File: src/rtl/win_pkg.sv
// Shared tiling geometry and FILL/HOLD encoding for the Winograd input path.
package win_pkg;

  localparam int DW      = 10;
  localparam int TILE    = 9;
  localparam int STRIDE  = 7;
  localparam int OVERLAP = TILE - STRIDE;

  typedef enum logic {
    FILL = 1'b0,
    HOLD = 1'b1
  } state_t;

endpackage

File: src/rtl/win_tiler.sv
// Cuts a serial sample stream into overlapping TILE-sample tiles for the Winograd core.
// Latency: tile valid 1 cycle after the completing sample; in_ready low while a tile is held.
module win_tiler #(
  parameter int DW     = win_pkg::DW,
  parameter int TILE   = win_pkg::TILE,
  parameter int STRIDE = win_pkg::STRIDE
) (
  input  logic               clk,
  input  logic               rst,
  input  logic [DW-1:0]      in_data,
  input  logic               in_valid,
  input  logic               in_last,
  output logic               in_ready,
  output logic [DW*TILE-1:0] D,
  output logic               tile_valid,
  input  logic               tile_ready,
  output logic               tile_last,
  output logic [15:0]        tile_count
);
  import win_pkg::*;

  localparam int OVL = TILE - STRIDE;
  localparam int CW  = $clog2(TILE);

  state_t        state;
  state_t        state_nxt;
  logic [DW-1:0] slot [TILE];
  logic [CW-1:0] cnt;
  logic          last_q;
  logic          accept;
  logic          handoff;
  logic          closing;

  assign in_ready   = (state == FILL) && !rst;
  assign tile_valid = (state == HOLD);
  assign tile_last  = last_q;
  assign accept     = in_valid && in_ready;
  assign handoff    = tile_valid && tile_ready;
  // A tile closes either on the final slot or early on a frame end.
  assign closing    = accept && (in_last || (cnt == CW'(TILE - 1)));

  always_ff @(posedge clk) begin
    if (rst) begin
      state <= FILL;
    end else begin
      state <= state_nxt;
    end
  end

  always_comb begin
    state_nxt = state;
    case (state)
      FILL:    if (closing) state_nxt = HOLD;
      HOLD:    if (handoff) state_nxt = FILL;
      default: state_nxt = FILL;
    endcase
  end

  always_ff @(posedge clk) begin
    if (rst) begin
      cnt        <= '0;
      last_q     <= 1'b0;
      tile_count <= '0;
      for (int i = 0; i < TILE; i++) begin
        slot[i] <= '0;
      end
    end else if (accept) begin
      for (int i = 0; i < TILE; i++) begin
        if (CW'(i) == cnt) begin
          slot[i] <= in_data;
        end else if (in_last && (CW'(i) > cnt)) begin
          slot[i] <= '0;
        end
      end
      if (closing) begin
        last_q <= in_last;
      end else begin
        cnt <= cnt + 1'b1;
      end
    end else if (handoff) begin
      tile_count <= tile_count + 16'd1;
      last_q     <= 1'b0;
      // Frame end drops the overlap so the next frame starts clean.
      if (last_q) begin
        cnt <= '0;
      end else begin
        for (int i = 0; i < OVL; i++) begin
          slot[i] <= slot[i + STRIDE];
        end
        cnt <= CW'(OVL);
      end
    end
  end

  always_comb begin
    D = '0;
    for (int i = 0; i < TILE; i++) begin
      D[DW*(TILE-i)-1 -: DW] = slot[i];
    end
  end

endmodule

File: config.mk
export PLATFORM = sky130hd
export DESIGN_NAME = win_tiler
export DESIGN_NICKNAME = d
export VERILOG_FILES = /design/src/rtl/win_pkg.sv /design/src/rtl/win_tiler.sv
export SDC_FILE = /design/constraint.sdc
export NUM_CORES = 1
export LEC_CHECK = 0
export BUFFER_PORTS_ARGS = -buffer_cell sky130_fd_sc_hd__buf_2
export CORE_ASPECT_RATIO = 1.1
export CORE_UTILIZATION = 45
export CTS_BUF_LIST = sky130_fd_sc_hd__clkbuf_4 sky130_fd_sc_hd__clkbuf_8
export CTS_CLUSTER_SIZE = 16
export DETAILED_ROUTE_END_ITERATION = 8
export PLACE_DENSITY = 0.81
export SLEW_MARGIN = 20
export SYNTH_ARGS = -nofsm -noshare
export SYNTH_HDL_FRONTEND = slang
export SYNTH_SLANG_ARGS = --single-unit
File: constraint.sdc
create_clock -name clk -period 4.4 [get_ports clk]
set_input_delay 0.22 -clock clk [delete_from_list [all_inputs] [get_ports clk]]
set_output_delay 0.22 -clock clk [all_outputs]
set_load 0.03 [all_outputs]
==> results.json <==
{
  "arrival_ps": 2580,
  "grt_pass1_vias": 3382,
  "grt_max_degree": 45,
  "wl_per_cell_um": 15.97,
  "dp_worst_setup_slack_ps": 2011,
  "worstHoldStart": "in_data[6]",
  "synth_mux_area_share_pct": 0.4241,
  "cts_root_buf": "clkbuf_8",
  "drtIter0Drc": 350,
  "path_cells": "inv_1 > ha_1 > nor4_1 > o32ai_2 > o2bb2ai_2 > nor2_1",
  "drc_errors": 0,
  "cts_setup_buffers": 0,
  "synth_edf_count": 80,
  "nets": 566,
  "critPathMaxStageDelay_ps": 550,
  "initial_core_util_pct": 47.06,
  "cts_tree": "built",
  "io_pins": 124,
  "dieHeight_um": 109.4,
  "ant_nets": 0,
  "rows": 38,
  "final_cell_mix": "buf_2, edfxtp_1, nor2_1, nand2_1, dfxtp_1",
  "path_clk_slew_ps": 100,
  "min-delay-path-class": "input port to register",
  "fin_skew_ps": 10.82,
  "hold_buffers": 0,
  "overflow": 0,
  "synth_cell_types": 53,
  "grt_pass1_wl_mm": 17.18,
  "synth_top_family_by_area": "simple AND/OR/NAND/NOR gates",
  "worstSetupPathType": "register to register",
  "crit_required_ps": 4530,
  "syn_inst": 429,
  "async_flop_share_pct": 0,
  "antenna_cells": 0,
  "numCtsBuffers": 9,
  "area_growth_pct": 20.54,
  "cts_max_level": 3,
  "syn-cell-area_um2": 4721,
  "clock_path_buffers": 2,
  "critPathSlowestCell": "dfxtp_1",
  "timing.rr.end": "slot[5][7]",
  "totalNegativeSetupSlack_ps": 0,
  "fillers": 838,
  "synth_compound_area_share_pct": 10.58,
  "maxCapViolations": 0,
  "p_leak_uw": 0.002345,
  "yosys.area_share.simple_pct": 19.22,
  "powerDensity_nw_per_um2": 386.8,
  "cts_sinks": 112,
  "synth_seq_cells": 112,
  "vdd_drop_max_v": 0.0001673,
  "tightest_slew_ps": 943.8,
  "vias_per_cell": 5.332,
  "cts_resized": 0,
  "period_share_pct": 55.53,
  "synth_ff_type": "edfxtp_1",
  "r2r-start": "cnt[0]",
  "fp.coreArea_um2": 10030,
  "r2r_setup_slack_ps": 1960,
  "die_w_um": 99.66,
  "start_kind": "register",
  "critPathCaptureType": "register",
  "first_pass_iters": 5,
  "rr_worst_depth": 6,
  "hold_viol_final": 0,
  "yosysWarnings": 0,
  "synthAdderAreaFrac_pct": 1.060,
  "drv_slew": 0,
  "worst_slack_ps": 1957,
  "yosysSeqAreaShare_pct": 64.46,
  "place_hpwl_mm": 7.865,
  "drive_above_1_share_pct": 28.99,
  "synth_fp_nets": 448,
  "die_area_um2": 10900,
  "finalSetupViolations": 0,
  "worst-path-max-fanout": 12,
  "avgSynthCellArea_um2": 11.00,
  "vias": 3690,
  "final_core_util_pct": 56.72,
  "fin_area_um2": 5690,
  "synth_xor_area_share_pct": 1.484,
  "timing.hold.ws_ps": 97.95,
  "fin_crit_ps": 2443,
  "fmax_mhz": 409.3,
  "worstHoldPathCells": 3,
  "place.gp.congestion": 0.8598,
  "placement.io_buffers": 123,
  "rsz0062_at_grt": "no",
  "clkLatencyLatePin_ps": 380,
  "min_to": "slot[8][6]",
  "status": "complete, no violations",
  "track_usage_pct": 20.79,
  "slew_headroom_pct": 36.95,
  "layout_commonest_cell": "buf_2",
  "wl_mm": 11.05,
  "dpl-instance-area_um2": 5464,
  "antenna_found_initial": 0
}
[where the power goes]
group	internal, µW	switching [µW]	total [µW]	leakage [µW]
clock	328	356	684	0.000116
sequential	1190	22.3	1220	0.00109
combinational	73.9	227	301	0.00114
[sequential cells by signal, summed over array words and instances, names as in the netlist]
signal,cells
slot,90
tile_count,16
tile_last,1
tile_valid,1
cnt,4
[cells in the mapped netlist, drive strengths merged (2+ instances only)]
| cell | count | area, µm² |
|---|---|---|
| and4 | 2 | 17.52 |
| dfxtp | 32 | 640.6 |
| nor3 | 5 | 25.02 |
| mux2i | 2 | 20.02 |
| nor4 | 3 | 18.77 |
| or3b | 2 | 17.52 |
| nand2 | 58 | 217.7 |
| a21oi | 22 | 121.4 |
| nand3b | 12 | 90.09 |
| edfxtp | 80 | 2402 |
| xor2 | 5 | 43.79 |
| nor2 | 79 | 299.0 |
| nand2b | 3 | 18.77 |
| or2 | 2 | 12.51 |
| o41ai | 2 | 17.52 |
| xnor2 | 3 | 26.28 |
| nand3 | 7 | 35.03 |
| or3 | 4 | 25.02 |
| ha | 4 | 50.05 |
| o31ai | 3 | 22.52 |
| nand4 | 3 | 18.77 |
| and2 | 3 | 18.77 |
| o22ai | 4 | 43.80 |
| buf | 4 | 18.76 |
| o2bb2ai | 2 | 30.03 |
| nor2b | 3 | 18.77 |
| clkbuf | 15 | 56.30 |
| o21bai | 6 | 45.04 |
| inv | 15 | 56.30 |
| o21ai | 28 | 147.6 |
[routing by layer]
| metal | part of all wire, % | GRT usage, % | vias to the layer above |
|---|---|---|---|
| li1 | - | - | 1749 |
| met1 | 41 | 25.41 | 1732 |
| met2 | 49 | 35.32 | 189 |
| met3 | 7.6 | 4.768 | 20 |
| met4 | 2.3 | 9.454 | 0 |
| met5 | 0 | 0 | - |
[kinds of logic after synthesis]
| group | count (synthesis) |
|---|---|
| AOI/OAI and AO/OA | 75 |
| xor gates and xnor gates | 8 |
| adders and majority gates | 4 |
| buffers and inverters | 34 |
| DFF | 112 |
| muxes | 2 |
| and+or+nand+nor | 194 |
[how the worst max path moves through the flow]
| stage | from | to | depth (start not counted) |
|---|---|---|---|
| after floorplan | tile_valid | slot[1][0] | 4 |
| after global placement | rst | slot[7][5] | 5 |
| after CTS | cnt[0] | slot[1][7] | 6 |
| after global routing | cnt[0] | slot[1][6] | 6 |
| after detailed placement | cnt[0] | slot[1][7] | 6 |
| final | cnt[0] | slot[5][7] | 6 |
[worst max-delay path: cells and delay by family (launching register included)]
kind            cells  cell delay [ps]
compound gates      2              720
flops               1              550
simple gates        2              480
fa+ha+maj           1              290
buf+inv             1              130
[final cells by class]
| cell class | instances | area [µm²] | area share, % |
|---|---|---|---|
| clock buffers | 9 | 123.9 | 2.177 |
| clock inverters | 7 | 102.6 | 1.803 |
| inverters | 15 | 56.30 | 0.9894 |
| multi-input cells | 283 | 1551 | 27.26 |
| flip-flops and latches | 112 | 3043 | 53.47 |
| well taps | 140 | 175.2 | 3.078 |
| repair buffers | 126 | 638.1 | 11.21 |
[stage by stage]
step           instances  power [µW]
6_report             692        2201
5_1_grt              692        2274
4_1_cts              692        2205
3_5_place_dp         676        1542
3_3_place_gp         676        1534
2_1_floorplan        429        1449
Power figures use the tool's default switching activity.
